===== config.mk =====
export PLATFORM = sky130hd
export DESIGN_NAME = lcd_bus_receiver
export DESIGN_NICKNAME = d
export VERILOG_FILES = /design/src/rtl/lcd_pkg.sv /design/src/rtl/lcd_sync_edge.sv /design/src/rtl/lcd_bus_receiver.sv
export SDC_FILE = /design/constraint.sdc
export NUM_CORES = 1
export LEC_CHECK = 0
export ABC_AREA = 1
export ABC_CLOCK_PERIOD_IN_PS = 4440
export CAP_MARGIN = 20
export CORE_UTILIZATION = 50
export CTS_CLUSTER_SIZE = 8
export DETAILED_ROUTE_END_ITERATION = 10
export PLACE_DENSITY_LB_ADDON = 0.12
export SYNTH_ARGS = -nofsm -noshare
export SYNTH_HDL_FRONTEND = slang
export SYNTH_HIERARCHICAL = 1
export SYNTH_SLANG_ARGS = --single-unit
export TNS_END_PERCENT = 20

===== constraint.sdc =====
create_clock -name clk -period 4.44 [get_ports clk]
set_input_delay 0.444 -clock clk [delete_from_list [all_inputs] [get_ports clk]]
set_output_delay 0.444 -clock clk [all_outputs]
set_load 0.005 [all_outputs]

===== src/rtl/lcd_pkg.sv =====
// Shared state encoding, pin/byte types and HD44780 command constants for the
// 4-bit LCD bus receiver.
package lcd_pkg;

  typedef enum logic [1:0] {
    ST_INIT8 = 2'd0,
    ST_HI    = 2'd1,
    ST_LO    = 2'd2
  } lcdState_e;

  localparam logic [7:0] CMD_CLEAR      = 8'h01;
  localparam logic [7:0] CMD_HOME       = 8'h02;
  localparam logic [7:0] CMD_HOME_MASK  = 8'hFE;
  localparam logic [7:0] CMD_ENTRY_MASK = 8'hFC;
  localparam logic [7:0] CMD_ENTRY      = 8'h04;
  localparam logic [7:0] CMD_FUNC_MASK  = 8'hE0;
  localparam logic [7:0] CMD_FUNC       = 8'h20;
  localparam int         CMD_DDRAM_BIT  = 7;
  localparam int         CMD_DL_BIT     = 4;

  typedef struct packed {
    logic       rs;
    logic       en;
    logic [3:0] d;
  } lcdPins_t;

  typedef struct packed {
    logic       rs;
    logic [7:0] data;
  } lcdByte_t;

  function automatic logic isFuncSet(input logic [7:0] b);
    return (b & CMD_FUNC_MASK) == CMD_FUNC;
  endfunction

  function automatic logic isEntry(input logic [7:0] b);
    return (b & CMD_ENTRY_MASK) == CMD_ENTRY;
  endfunction

  function automatic logic isHome(input logic [7:0] b);
    return (b & CMD_HOME_MASK) == CMD_HOME;
  endfunction

endpackage


===== src/rtl/lcd_sync_edge.sv =====
// Multi-stage synchroniser on {rs,en,d} with one extra delay stage; flags the
// En falling edge and presents the Rs/data that were valid just before it.
module lcd_sync_edge
  import lcd_pkg::*;
#(
  parameter int SYNC_STAGES = 2   // must be at least 2
) (
  input  logic       clk,
  input  logic       reset,
  input  logic       lcd_rs,
  input  logic       lcd_en,
  input  logic [3:0] lcd_d,
  output logic       fall,
  output logic       rs_d,
  output logic [3:0] d_d
);

  // Entries 0..SYNC_STAGES-1 form the synchroniser, entry SYNC_STAGES is the delay stage.
  lcdPins_t [SYNC_STAGES:0] pinPipe;

  always_ff @(posedge clk or negedge reset) begin
    if (!reset) begin
      pinPipe <= '0;
    end else begin
      pinPipe[0] <= {lcd_rs, lcd_en, lcd_d};
      for (int i = 1; i <= SYNC_STAGES; i++) pinPipe[i] <= pinPipe[i-1];
    end
  end

  assign fall = pinPipe[SYNC_STAGES].en & ~pinPipe[SYNC_STAGES-1].en;
  assign rs_d = pinPipe[SYNC_STAGES].rs;
  assign d_d  = pinPipe[SYNC_STAGES].d;

endmodule


===== src/rtl/lcd_bus_receiver.sv =====
// HD44780 4-bit bus monitor: assembles nibbles into bytes, tracks 8/4-bit mode
// and mirrors the panel's DDRAM cursor; flags Rs mismatches and nibble timeouts.
module lcd_bus_receiver
  import lcd_pkg::*;
#(
  parameter int SYNC_STAGES = 2,
  parameter int TIMEOUT_CYC = 50000000,
  parameter int TO_W        = 26
) (
  input  logic       clk,
  input  logic       reset,
  input  logic       lcd_rs,
  input  logic       lcd_en,
  input  logic [3:0] lcd_d,
  output logic       byte_valid,
  output logic [7:0] byte_out,
  output logic       byte_rs,
  output logic [6:0] byte_addr,
  output logic [6:0] cursor,
  output logic       mode_4bit,
  output logic       err,
  output logic [7:0] err_count
);

  logic       fall;
  logic       rsD;
  logic [3:0] dD;

  lcd_sync_edge #(.SYNC_STAGES(SYNC_STAGES)) uSync (
    .clk    (clk),
    .reset  (reset),
    .lcd_rs (lcd_rs),
    .lcd_en (lcd_en),
    .lcd_d  (lcd_d),
    .fall   (fall),
    .rs_d   (rsD),
    .d_d    (dD)
  );

  lcdState_e      state, stateNxt;
  logic [3:0]     hiNib;
  logic           hiRs;
  logic [TO_W-1:0] toCnt;
  logic           incr;

  logic           emit;
  lcdByte_t       emitB;
  logic           rsErr;
  logic           timeout;
  logic           isCmd;
  logic           funcSet;

  // A fall in the same cycle wins over the timeout.
  assign timeout = (TIMEOUT_CYC != 0) && (state == ST_LO) && !fall &&
                   (toCnt == TO_W'(TIMEOUT_CYC - 1));

  assign isCmd   = emit && !emitB.rs;
  assign funcSet = isCmd && isFuncSet(emitB.data);

  // State register
  always_ff @(posedge clk or negedge reset) begin
    if (!reset) state <= ST_INIT8;
    else        state <= stateNxt;
  end

  // Next-state logic
  always_comb begin
    stateNxt = state;
    case (state)
      ST_INIT8: if (funcSet && !emitB.data[CMD_DL_BIT]) stateNxt = ST_HI;
      ST_HI:    if (fall) stateNxt = ST_LO;
      ST_LO: begin
        if (fall)         stateNxt = (funcSet && emitB.data[CMD_DL_BIT]) ? ST_INIT8 : ST_HI;
        else if (timeout) stateNxt = ST_HI;
      end
      default:            stateNxt = ST_INIT8;
    endcase
  end

  // Output decode: which byte (if any) completes this cycle
  always_comb begin
    emit  = 1'b0;
    emitB = '0;
    rsErr = 1'b0;
    case (state)
      ST_INIT8: begin
        if (fall) begin
          emit  = 1'b1;
          emitB = '{rs: rsD, data: {dD, 4'h0}};
        end
      end
      ST_LO: begin
        if (fall) begin
          emit  = 1'b1;
          emitB = '{rs: hiRs, data: {hiNib, dD}};
          rsErr = (rsD != hiRs);
        end
      end
      default: ;
    endcase
  end

  // High-nibble holding register and inter-nibble timer
  always_ff @(posedge clk or negedge reset) begin
    if (!reset) begin
      hiNib <= '0;
      hiRs  <= 1'b0;
      toCnt <= '0;
    end else begin
      if (state == ST_HI && fall) begin
        hiNib <= dD;
        hiRs  <= rsD;
      end
      if (state == ST_LO) toCnt <= toCnt + TO_W'(1);
      else                toCnt <= '0;
    end
  end

  // Cursor and entry-mode tracking, mirroring the panel's own DDRAM address counter
  always_ff @(posedge clk or negedge reset) begin
    if (!reset) begin
      cursor <= '0;
      incr   <= 1'b1;
    end else if (isCmd) begin
      if (emitB.data[CMD_DDRAM_BIT]) begin
        cursor <= emitB.data[6:0];
      end else if (emitB.data == CMD_CLEAR) begin
        cursor <= '0;
        incr   <= 1'b1;
      end else if (isHome(emitB.data)) begin
        cursor <= '0;
      end else if (isEntry(emitB.data)) begin
        incr   <= emitB.data[1];
      end
    end else if (emit) begin
      cursor <= incr ? cursor + 7'd1 : cursor - 7'd1;
    end
  end

  // Registered byte and error outputs
  always_ff @(posedge clk or negedge reset) begin
    if (!reset) begin
      byte_valid <= 1'b0;
      byte_out   <= '0;
      byte_rs    <= 1'b0;
      byte_addr  <= '0;
      mode_4bit  <= 1'b0;
      err        <= 1'b0;
      err_count  <= '0;
    end else begin
      byte_valid <= emit;
      mode_4bit  <= (stateNxt != ST_INIT8);
      err        <= rsErr | timeout;
      if (emit) begin
        byte_out  <= emitB.data;
        byte_rs   <= emitB.rs;
        byte_addr <= emitB.rs ? cursor : 7'd0;
      end
      if ((rsErr | timeout) && err_count != 8'hFF) err_count <= err_count + 8'd1;
    end
  end

endmodule


Word level (Yosys, flattened, before mapping). Index checks and enable logic that the tools add are counted.

Add/subtract/negate cells: 4. Multipliers: 0. Div/mod/pow operators: 0. $lt $le $gt $ge: 0. Equal/unequal tests: 11. Shifts and indexed selects: 0. Mux-type cells: 24. Bitwise operators: 4. Reductions and logical operators: 18.

Operators by type and width (number): 7-bit 2-to-1 mux (7); 26-bit by 1-bit adder with 26-bit output (second input constant) (1); 26-bit == test (second input constant) (1); 26-bit 2-to-1 mux (1); 9-bit 2-to-1 mux (2); 9-bit case mux with 2 select lines (1); 8-bit by 1-bit adder with 8-bit output (second input constant) (1); 8-bit by 1-bit == test with 1-bit output (second input constant) (1); 1-bit logical AND (8); 1-bit 2-to-1 mux (8); 2-bit 2-to-1 mux (4); 8-bit inequality test (second input constant) (1); 7-bit by 1-bit adder with 7-bit output (second input constant) (1); 7-bit by 1-bit == test with 1-bit output (second input constant) (1); 7-bit by 1-bit subtractor with 7-bit output (second input constant) (1); 6-bit by 1-bit == test with 1-bit output (second input constant) (1); 2-bit case mux with 3 select lines (1); 2-bit nonzero test (3); 4-bit by 2-bit inequality test with 1-bit output (second input constant) (1); 4-bit AND reduction (1); 3-bit by 1-bit == test with 1-bit output (second input constant) (1); 1-bit zero test (3); 2-bit by 1-bit == test with 1-bit output (second input constant) (1); 2-bit == test (second input constant) (1); other kinds (8) (9).

Register bits after elaboration: 86. Bits in latches: 0. RAM bits: 0. Bits in read-only memories: 0. Input port bits: 8. Output and inout port bits: 34. Word-level logic and storage cells: 83. Memories: 0.

Depth between registers and ports, before layout. Gate-level depths: netlist of run 1.

Depth after elaboration: 12. Depth in mapped cells: 14. Gate-level depth less buffers: 13.

Cells and area by module. The synthesis of run 1 kept the hierarchy.

Modules (own cells, without submodules): lcd_bus_receiver (instances 1, cells an instance 538, area each 4011.3 um^2, seq. area each 1702.9 um^2); lcd_sync_edge (instances 1, cells an instance 24, area each 490.5 um^2, seq. area each 450.4 um^2).

Least setup slack after synthesis of run 1. OpenSTA, ideal clock, no wires.

Path type: reg2reg. Start point: register incr. End point: register cursor[3]. Setup time: 0.117 ns. Data arrival time: 1.623 ns. Data required time: 4.323 ns. Path slack: 2.700 ns. Stages on the path, launching flop included: 11. Path buffers: 0. Period minus slack after synthesis: 1.740 ns. Path through: dfstp_2 -> inv_1 -> ha_1 -> nand2_1 -> inv_1 -> a21oi_1 -> or2_2 -> nand3_1 -> nand2_1 -> nand3_1 -> nand2_1.

Cells in the longest elaborated chain, start to end: 3.

Ends and longest elaborated chain: start: declaration (line lcd_bus_receiver.sv:44) `logic incr;`; start signal: assignment (line lcd_bus_receiver.sv:133) `incr <= emitB.data[1];`; 7-bit 2-to-1 mux (line lcd_bus_receiver.sv:136) `cursor <= incr ? cursor + 7'd1 : cursor - 7'd1;`; 7-bit 2-to-1 mux (line lcd_bus_receiver.sv:135) `end else if (emit) begin`; 7-bit 2-to-1 mux (line lcd_bus_receiver.sv:124) `end else if (isCmd) begin`; end signal: assignment (line lcd_bus_receiver.sv:126) `cursor <= emitB.data[6:0];`; end signal: assignment (line lcd_bus_receiver.sv:136); end: declaration (line lcd_bus_receiver.sv:19) `output logic [6:0] cursor,`.

No other way between the ends. The select of a mux whose other input is x is not followed. A chain may end at the register's enable or synchronous reset.

Worst setup path after layout of run 1.
Start point: register state[1]. End point: register cursor[1].

Cells in the longest elaborated chain, start to end: 6. Elaborated cells between the ends (all ways): 15. Classes of those cells: eq/ne (4); mux (5); reduce/logical (6).

Ends and longest elaborated chain: start: declaration (line lcd_bus_receiver.sv:40) `lcdState_e state, stateNxt;`; start signal: assignment (line lcd_bus_receiver.sv:63) `else state <= stateNxt;`; 2-bit == test or 2-bit zero test (tied branches) (line lcd_bus_receiver.sv:85) `case (state)`; 9-bit case mux with 2 select lines or 2-bit OR reduction (tied branches); 8-bit by 1-bit == test with 1-bit output (tied with other cells) (line lcd_bus_receiver.sv:127) `end else if (emitB.data == CMD_CLEAR) begin`; 7-bit 2-to-1 mux or 1-bit logical AND (tied branches) (line lcd_bus_receiver.sv:127, lcd_bus_receiver.sv:57); 7-bit 2-to-1 mux (tied with other cells) (line lcd_bus_receiver.sv:125) `if (emitB.data[CMD_DDRAM_BIT]) begin`; 7-bit 2-to-1 mux or 2-bit AND reduction (tied branches).

Parallel ways exist; a longest one is shown, timed or not.

==> load_flow_metrics.sql, run 1 <==
INSERT INTO impl_metrics (metric_group, metric, value, unit) VALUES
('yosys', 'mappedNetlistNets', '578', ''),
('route', 'wl_per_cell', '12.6', 'um'),
('yosys', 'ys.warnings.count', '6', ''),
('yosys', 'synth_seq_cells', '86', ''),
('timing', 'tightest_pin_transition', '911', 'ps'),
('timing', 'final-setup-viol-count', '0', ''),
('timing', 'max-slew-margin-rel', '39.2', '%'),
('cells_and_area', 'sequential_cell_area', '2150', 'um2'),
('timing', 'setup_tns', '0', 'ps'),
('floorplanning', 'floorplan.core_area', '8720', 'um2'),
('outcome', 'status', 'complete, no violations', ''),
('floorplanning', 'die_y', '96.9', 'um'),
('yosys', 'yosys.area.top_type_share', '47.2', '%'),
('placed_design', 'hpwlAfterDp', '6670', 'um'),
('cells_and_area', 'syn_to_final_growth', '14.8', '%'),
('global_routing', 'grt_first_pass_wirelength', '16000', 'um'),
('cts', 'clock_sinks', '86', ''),
('cts', 'clkSlewWorstSetupHoldPaths', '90', 'ps'),
('cells_and_area', 'post_route_cells_drive_above_1_share', '9.23', '%'),
('cts', 'tritoncts', 'built', ''),
('worst_setup_path', 'cp_cell_sequence', 'inv_1 -> nor2_2 -> nand3_1 -> nand3_4 -> nor2_4 -> nand3_4 -> nand2_4 -> nand2_1 -> nand2_1', ''),
('cts', 'cts.htree.levels', '3', ''),
('power', 'power_leakage', '2.54', 'nW'),
('route', 'ant_nets', '0', ''),
('yosys', 'synth.yosys.seq_area_share', '47.8', '%'),
('cts', 'clk_lat_worst_skew', '370', 'ps'),
('power', 'p_seq_share', '44.2', '%'),
('route', 'vias_per_cell', '5.07', ''),
('power', 'clock_power_share', '21.7', '%'),
('cells_and_area', 'num-nets-final', '618', ''),
('cells_and_area', 'multiInputGateArea', '2010', 'um2'),
('power', 'p_sw', '844', 'uW'),
('route', 'vias_post_dr', '3626', ''),
('worst_setup_path', 'critical-path-max-stage-delay', '710', 'ps'),
('cts', 'holdBufCountCts', '0', ''),
('power', 'max-vdd-ir-drop', '0.228', 'mV'),
('power', 'power.share.combinational', '34.1', '%'),
('timing', 'clock.fmax', '418', 'MHz'),
('yosys', 'avgSynthCellArea', '8.01', 'um2'),
('floorplanning', 'die_w', '96.9', 'um'),
('cells_and_area', 'antenna-diode-count', '0', ''),
('cells_and_area', 'fillcell_total', '806', ''),
('yosys', 'synthesis.area', '4500', 'um2'),
('yosys', 'synthArstFlopShare', '100', '%'),
('route', 'first_pass_iters', '4', ''),
('yosys', 'synthTopCellsByCount', '179 x sky130_fd_sc_hd__nand2_1, 85 x sky130_fd_sc_hd__dfrtp_1, 63 x sky130_fd_sc_hd__inv_1', ''),
('worst_setup_path', 'critPathSlowestCell', 'sky130_fd_sc_hd__nor2_2', ''),
('cts', 'cts_setup_buffers', '0', ''),
('power', 'total_power_divided_by_cell_area', '454', 'nW/um2'),
('route', 'drcViolationCount', '0', ''),
('min_path', 'min_path_type', 'input port to asynchronous set/reset pin', ''),
('worst_setup_path', 'crit_path_start_kind', 'flip-flop', ''),
('route', 'first_iter_violations', '182', ''),
('global_routing', 'antenna_found_initial', '0', ''),
('worst_setup_path', 'critical_path_class', 'flip-flop to flip-flop', ''),
('power', 'internal_power', '1.50', 'mW'),
('global_routing', 'grt_overflow', '0', ''),
('cts', 'cts_buffers', '9', ''),
('floorplanning', 'die-area', '9390', 'um2'),
('worst_setup_path', 'cp_max_fo', '20', ''),
('cells_and_area', 'final_util', '59.2', '%'),
('yosys', 'postSynthCellCount', '562', ''),
('global_routing', 'grt_pass1_vias', '3435', ''),
('job', 'number_of_maximum_capacitance_constraint_violations', '0', ''),
('yosys', 'synthMostInstantiatedCell', 'sky130_fd_sc_hd__nand2_1', ''),
('route', 'routed_wl', '9030', 'um'),
('floorplanning', 'pin_count', '42', ''),
('timing', 'hold_viol', '0', ''),
('worst_setup_path', 'timing.critical_path.to_type', 'flip-flop', ''),
('placed_design', 'gpl.final_weighted_congestion', '0.884', ''),
('power', 'power.switching_fraction', '35.9', '%');
[stage by stage]
step	worst slack (ps)	area (um2)	instances	hold WS (ps)	total power, mW
CTS	2040	5140	714	309	2.37
detailed placement	2050	4950	698	335	1.86
global placement	2170	4950	698	331	1.83
floorplan	2700	4500	562	148	1.54
global route	1790	5170	715	58.2	2.53
finish	2040	5170	715	25.3	2.35
[worst paths after layout]
kind / start / end / cells after the start / slack [ps]
worst max-delay path: state[1] / cursor[1] / 9 / 2040
min in group clk: uSync/pinPipe[1] / uSync/pinPipe[7] / 0 / 350
max in group asynchronous: reset / hiNib[3] / 2 / 3800
worst max register to register: state[1] / cursor[1] / 9 / 2040
worst min-delay path: reset / toCnt[21] / 1 / 30
worst min register to register: uSync/pinPipe[1] / uSync/pinPipe[7] / 0 / 350
[logic make-up (layout without fill, tap and decap cells)]
logic type | after synthesis | count (layout) | share of synthesized area [%]
DFF | 86 | 86 | 47.8
AOI/OAI and AO/OA | 34 | 34 | 4.03
buffers and inverters | 78 | 123 | 7.42
and+or+nand+nor | 343 | 343 | 35.8
adders and majority gates | 8 | 8 | 2.39
xor gates and xnor gates | 13 | 13 | 2.53
[layout make-up]
cell class / count / share of cell area, %
Clock buffer: 10 / 2.66
Clock inverter: 6 / 0.896
Inverter: 65 / 4.72
Multi-Input combinational cell: 398 / 39.0
Sequential cell: 86 / 41.7
Tap cell: 108 / 2.62
Timing Repair Buffer: 42 / 8.43
[critical path: cells and delay by family, from the launching register on]
| family | cells | cell delay (ps) |
|---|---|---|
| AND/OR/NAND/NOR | 8 | 1650 |
| buffers and inverters | 1 | 110 |
| flip-flops | 1 | 520 |
[power by group through the flow]
| stage | clock, mW | combinational [mW] | sequential (mW) |
|---|---|---|---|
| after floorplan | 0 | 0.509 | 1.03 |
| after global placement | 0 | 0.782 | 1.05 |
| after detailed placement | 0 | 0.803 | 1.05 |
| after CTS | 0.524 | 0.806 | 1.04 |
| after global routing | 0.559 | 0.912 | 1.06 |
| final | 0.509 | 0.801 | 1.04 |
[registers in the layout, indices dropped and copies added, names as in the netlist]
signal and count:
byte_addr 7, byte_out 8, byte_rs 1, byte_valid 1
cursor 7, err 1, err_count 8, hiNib 4
hiRs 1, incr 1, mode_4bit 1, state 2
toCnt 26, uSync/d_d 4, uSync/pinPipe 13, uSync/rs_d 1
[routing by layer]
layer / track usage, % / wire length (um)
met5: 0 / 0
met4: 4.71 / 87
met3: 5.35 / 421
met2: 32.5 / 4050
met1: 29.8 / 4470
[cells in the final DEF (no fill, tap or decap)]
cell type | netlist | final
sky130_fd_sc_hd__nand2_1 | 179 | 179
sky130_fd_sc_hd__dfrtp_1 | 85 | 85
sky130_fd_sc_hd__inv_1 | 63 | 63
sky130_fd_sc_hd__nand3_1 | 56 | 56
sky130_fd_sc_hd__nor2_1 | 47 | 47
sky130_fd_sc_hd__clkdlybuf4s50_1 | 0 | 40
sky130_fd_sc_hd__a21oi_1 | 18 | 18
sky130_fd_sc_hd__o21ai_0 | 14 | 14
sky130_fd_sc_hd__nor3_1 | 13 | 13
sky130_fd_sc_hd__nand4_1 | 13 | 13
sky130_fd_sc_hd__clkbuf_8 | 0 | 10
sky130_fd_sc_hd__nand2_4 | 7 | 7
sky130_fd_sc_hd__xnor2_1 | 7 | 7
sky130_fd_sc_hd__ha_1 | 7 | 7
sky130_fd_sc_hd__nor2_4 | 6 | 6
sky130_fd_sc_hd__xor2_1 | 6 | 6
sky130_fd_sc_hd__nor2_2 | 5 | 5
sky130_fd_sc_hd__nand2_2 | 5 | 5
sky130_fd_sc_hd__nor3_2 | 3 | 3
sky130_fd_sc_hd__nand3_4 | 3 | 3
sky130_fd_sc_hd__or2_2 | 3 | 3
sky130_fd_sc_hd__inv_2 | 2 | 2
sky130_fd_sc_hd__nand3_2 | 2 | 2
sky130_fd_sc_hd__clkinvlp_4 | 0 | 2
sky130_fd_sc_hd__clkinv_4 | 0 | 2
sky130_fd_sc_hd__and3_1 | 1 | 1
sky130_fd_sc_hd__o21ai_4 | 1 | 1
sky130_fd_sc_hd__o21ai_1 | 1 | 1
sky130_fd_sc_hd__fa_1 | 1 | 1
sky130_fd_sc_hd__clkinv_2 | 0 | 1
sky130_fd_sc_hd__inv_6 | 0 | 1
sky130_fd_sc_hd__dfstp_2 | 1 | 1
sky130_fd_sc_hd__buf_4 | 6 | 1
sky130_fd_sc_hd__buf_16 | 0 | 1
No activity file was read; power rests on OpenSTA's default activity.
==> run 2, diff against run 1 <==
--- a/config.mk
+++ b/config.mk
@@ -6,7 +6,7 @@
 export NUM_CORES = 1
 export LEC_CHECK = 0
 export ABC_AREA = 1
-export ABC_CLOCK_PERIOD_IN_PS = 4440
+export ABC_CLOCK_PERIOD_IN_PS = 2500
 export CAP_MARGIN = 20
 export CORE_UTILIZATION = 50
 export CTS_CLUSTER_SIZE = 8
==> constraint.sdc (replaced) <==
create_clock -name clk -period 2.5 [get_ports clk]
set_input_delay 0.25 -clock clk [delete_from_list [all_inputs] [get_ports clk]]
set_output_delay 0.25 -clock clk [all_outputs]
set_load 0.005 [all_outputs]
==> run 2 against run 1 <==
- flip-flop and latch count is the same
- setup slack lost 1700 ps
- register-to-register slack lost 1700 ps
- wire length grew 3.6%
- core utilization grew 1.2 points
- first-iteration DRC count grew 5.5%
- sequential share of layout area shrank 0.81 points
- clock power grew to 2.5 times the previous value
- critical endpoint is now cursor[4]
- final area grew 2.0%
- final cell count grew 0.42%
- sequential power grew 77%
- largest power group unchanged
- non-clock buffer count grew 3
==> load_flow_metrics.sql, run 2 (synthesis gave the netlist of run 1 again) <==
INSERT INTO impl_metrics (metric_group, metric, value, unit) VALUES
('cts', 'cts_buffers', '9', ''),
('cells_and_area', 'final_util', '60.4', '%'),
('worst_setup_path', 'critical_path_class', 'flip-flop to flip-flop', ''),
('route', 'drcViolationCount', '0', ''),
('job', 'number_of_maximum_capacitance_constraint_violations', '0', ''),
('worst_setup_path', 'cp_max_fo', '12', ''),
('floorplanning', 'floorplan.core_area', '8720', 'um2'),
('global_routing', 'maximum_number_of_pins_on_one_net_before_global_route_repair', '45', ''),
('power', 'internal_power', '3.06', 'mW'),
('power', 'max-vdd-ir-drop', '0.391', 'mV'),
('power', 'power_leakage', '2.59', 'nW'),
('timing', 'period_needed', '2180', 'ps'),
('timing', 'clock-skew-final', '13.7', 'ps'),
('floorplanning', 'die-area', '9390', 'um2'),
('timing', 'final-setup-viol-count', '0', ''),
('floorplanning', 'pin_count', '42', ''),
('power', 'power.share.combinational', '31.8', '%'),
('power', 'p_sw', '1.51', 'mW'),
('timing', 'slew_violations', '0', ''),
('cells_and_area', 'largest_register_ffs', '26', ''),
('floorplanning', 'die_w', '96.9', 'um'),
('cells_and_area', 'num-nets-final', '621', ''),
('cts', 'cts_buffer_depth', '2', ''),
('floorplanning', 'die_y', '96.9', 'um'),
('global_routing', 'antenna_found_initial', '0', ''),
('worst_setup_path', 'crit_path_start_kind', 'flip-flop', ''),
('worst_setup_path', 'critPathSlowestCell', 'sky130_fd_sc_hd__dfrtp_1', ''),
('cells_and_area', 'final_cell_mix', '179 x sky130_fd_sc_hd__nand2_1, 85 x sky130_fd_sc_hd__dfrtp_1, 63 x sky130_fd_sc_hd__inv_1, 56 x sky130_fd_sc_hd__nand3_1, 47 x sky130_fd_sc_hd__nor2_1', ''),
('timing', 'tightest_pin_transition', '592', 'ps'),
('cts', 'clkSlewWorstSetupHoldPaths', '80', 'ps'),
('power', 'total_power_divided_by_cell_area', '868', 'nW/um2'),
('floorplanning', 'row_count', '34', ''),
('cells_and_area', 'largest-register', 'toCnt', ''),
('timing', 'layout_worst_path_cycle_share', '87.0', '%'),
('placed_design', 'hpwlAfterDp', '6830', 'um'),
('route', 'first_pass_iters', '5', ''),
('placed_design', 'gpl.final_weighted_congestion', '0.861', ''),
('cts', 'cts.htree.levels', '3', ''),
('global_routing', 'grt_pass1_vias', '3611', ''),
('timing', 'hold_viol', '0', ''),
('timing', 'unrepaired_setup_endpoints_after_global_routing', 'no', ''),
('route', 'first_iter_violations', '192', ''),
('cts', 'clock_tree.root_cell', 'sky130_fd_sc_hd__clkbuf_8', ''),
('power', 'power.switching_fraction', '33.0', '%'),
('timing', 'max-slew-margin-rel', '60.5', '%'),
('cts', 'clock_sinks', '86', ''),
('route', 'vias_post_dr', '3715', ''),
('cells_and_area', 'post_route_cells_drive_above_1_share', '9.51', '%'),
('route', 'wl_per_cell', '13.0', 'um'),
('route', 'ant_nets', '0', ''),
('cts', 'clk_lat_worst_skew', '360', 'ps'),
('power', 'clock_power_share', '27.9', '%'),
('worst_setup_path', 'timing.critical_path.required', '2790', 'ps'),
('cts', 'cts_setup_buffers', '0', ''),
('min_path', 'min_path_type', 'input port to flip-flop', ''),
('global_routing', 'track_usage', '21.5', '%'),
('worst_setup_path', 'timing.critical_path.to_type', 'flip-flop', ''),
('worst_setup_path', 'critical-path-max-stage-delay', '400', 'ps'),
('cells_and_area', 'syn_to_final_growth', '17.0', '%'),
('placed_design', 'numPortBuffers', '41', ''),
('route', 'vias_per_cell', '5.17', ''),
('cells_and_area', 'antenna-diode-count', '0', ''),
('power', 'p_seq_share', '40.3', '%'),
('floorplanning', 'start_util', '51.6', '%'),
('worst_setup_path', 'cp.arrival', '2470', 'ps'),
('route', 'routed_wl', '9350', 'um'),
('cells_and_area', 'most_common_library_cell_in_the_layout_ignoring_fill_and_taps', 'sky130_fd_sc_hd__nand2_1', ''),
('cts', 'count_of_instances_resized_after_the_clock_tree_is_built', '0', ''),
('timing', 'clock.fmax', '460', 'MHz'),
('cells_and_area', 'biggestRegsByFlops', 'toCnt (26), uSync/pinPipe (13)', ''),
('worst_setup_path', 'cp_cell_sequence', 'nor2_2 -> inv_1 -> nor2_4 -> nand3_4 -> nor2_4 -> nand3_4 -> nand2_4 -> nand2_1 -> nand2_1', ''),
('global_routing', 'grt_overflow', '0', ''),
('cts', 'tritoncts', 'built', ''),
('global_routing', 'grt_first_pass_wirelength', '16500', 'um'),
('timing', 'setup_tns', '0', 'ps'),
('outcome', 'status', 'complete, no violations', '');
run 2: cell types whose count changed in the layout (fill, tap and decap cells not counted), sizes merged:
cell,previous run,this run
clkinv,3,1
clkinvlp,2,1
clkbuf,10,9
dlygate4sd3,0,1
bufinv,0,4
buf,2,4
run 2: path summary, 6_finish.rpt:
path	slack, ps	to	from	cells past startpoint
worst max-delay path	320	cursor[4]	uSync/pinPipe[10]	9
worst min-delay path	330	uSync/pinPipe[2]	lcd_d[2]	1
worst max register to register	320	cursor[4]	uSync/pinPipe[10]	9
worst min register to register	350	uSync/d_d[3]	uSync/pinPipe[9]	0
max in group asynchronous	1420	hiNib[3]	reset	3
min in group asynchronous	420	toCnt[15]	reset	2
run 2: timing repair:
action / CTS / global route
hold buffers: 1 / 0
hold endpoints to repair: 42 / 0
setup endpoints to repair: 0 / 0
run 2: power by group through the flow:
stage          logic, mW  registers [mW]  clock network (mW)
2_1_floorplan      0.903            1.83                   0
3_3_place_gp        1.43            1.87                   0
3_5_place_dp        1.45            1.87                   0
4_1_cts             1.46            1.85                1.31
5_1_grt             1.64            1.88                1.36
6_report            1.45            1.84                1.28
run 2: area by class of cell:
cell class              instances  area (um2)
well taps                     108         135
multi-input cells             398        2010
fillers                       773        3450
inverters                      65         244
flip-flops and latches         86        2150
clock inverters                 7         145
clock buffers                   9         124
repair buffers                 45         453
run 2: layer usage:
| layer | routed length (um) | part of all wire [%] | track usage [%] |
|---|---|---|---|
| met5 | 0 | 0 | 0 |
| met4 | 119 | 1.3 | 7.69 |
| met3 | 305 | 3.3 | 2.75 |
| met2 | 4340 | 46 | 34.5 |
| met1 | 4590 | 49 | 30.2 |
run 2: worst max-delay path: cells and delay by family (launching register included):
kind	cells	cell delay, ps
buf+inv	1	210
simple gates	8	1500
flops	1	400
run 2: per-stage QoR:
stage          area (um2)  power (mW)  hold slack [ps]  worst slack (ps)  cells
2_1_floorplan        4500        2.74            -45.6               760    562
3_5_place_dp         4990        3.32              293               385    701
4_1_cts              5270        4.62              308               339    718
3_3_place_gp         4990        3.30              287               468    701
5_1_grt              5270        4.88              325               104    718
6_report             5270        4.57              330               325    718
==> run 3, diff against run 2 <==
--- a/config.mk
+++ b/config.mk
@@ -7,7 +7,7 @@
 export LEC_CHECK = 0
 export ABC_AREA = 1
 export ABC_CLOCK_PERIOD_IN_PS = 2500
-export CAP_MARGIN = 20
+export CAP_MARGIN = 5
 export CORE_UTILIZATION = 50
 export CTS_CLUSTER_SIZE = 8
 export DETAILED_ROUTE_END_ITERATION = 10
==> results of run 3 <==
Final layout, timing and power as in run 2 (identical DEF).
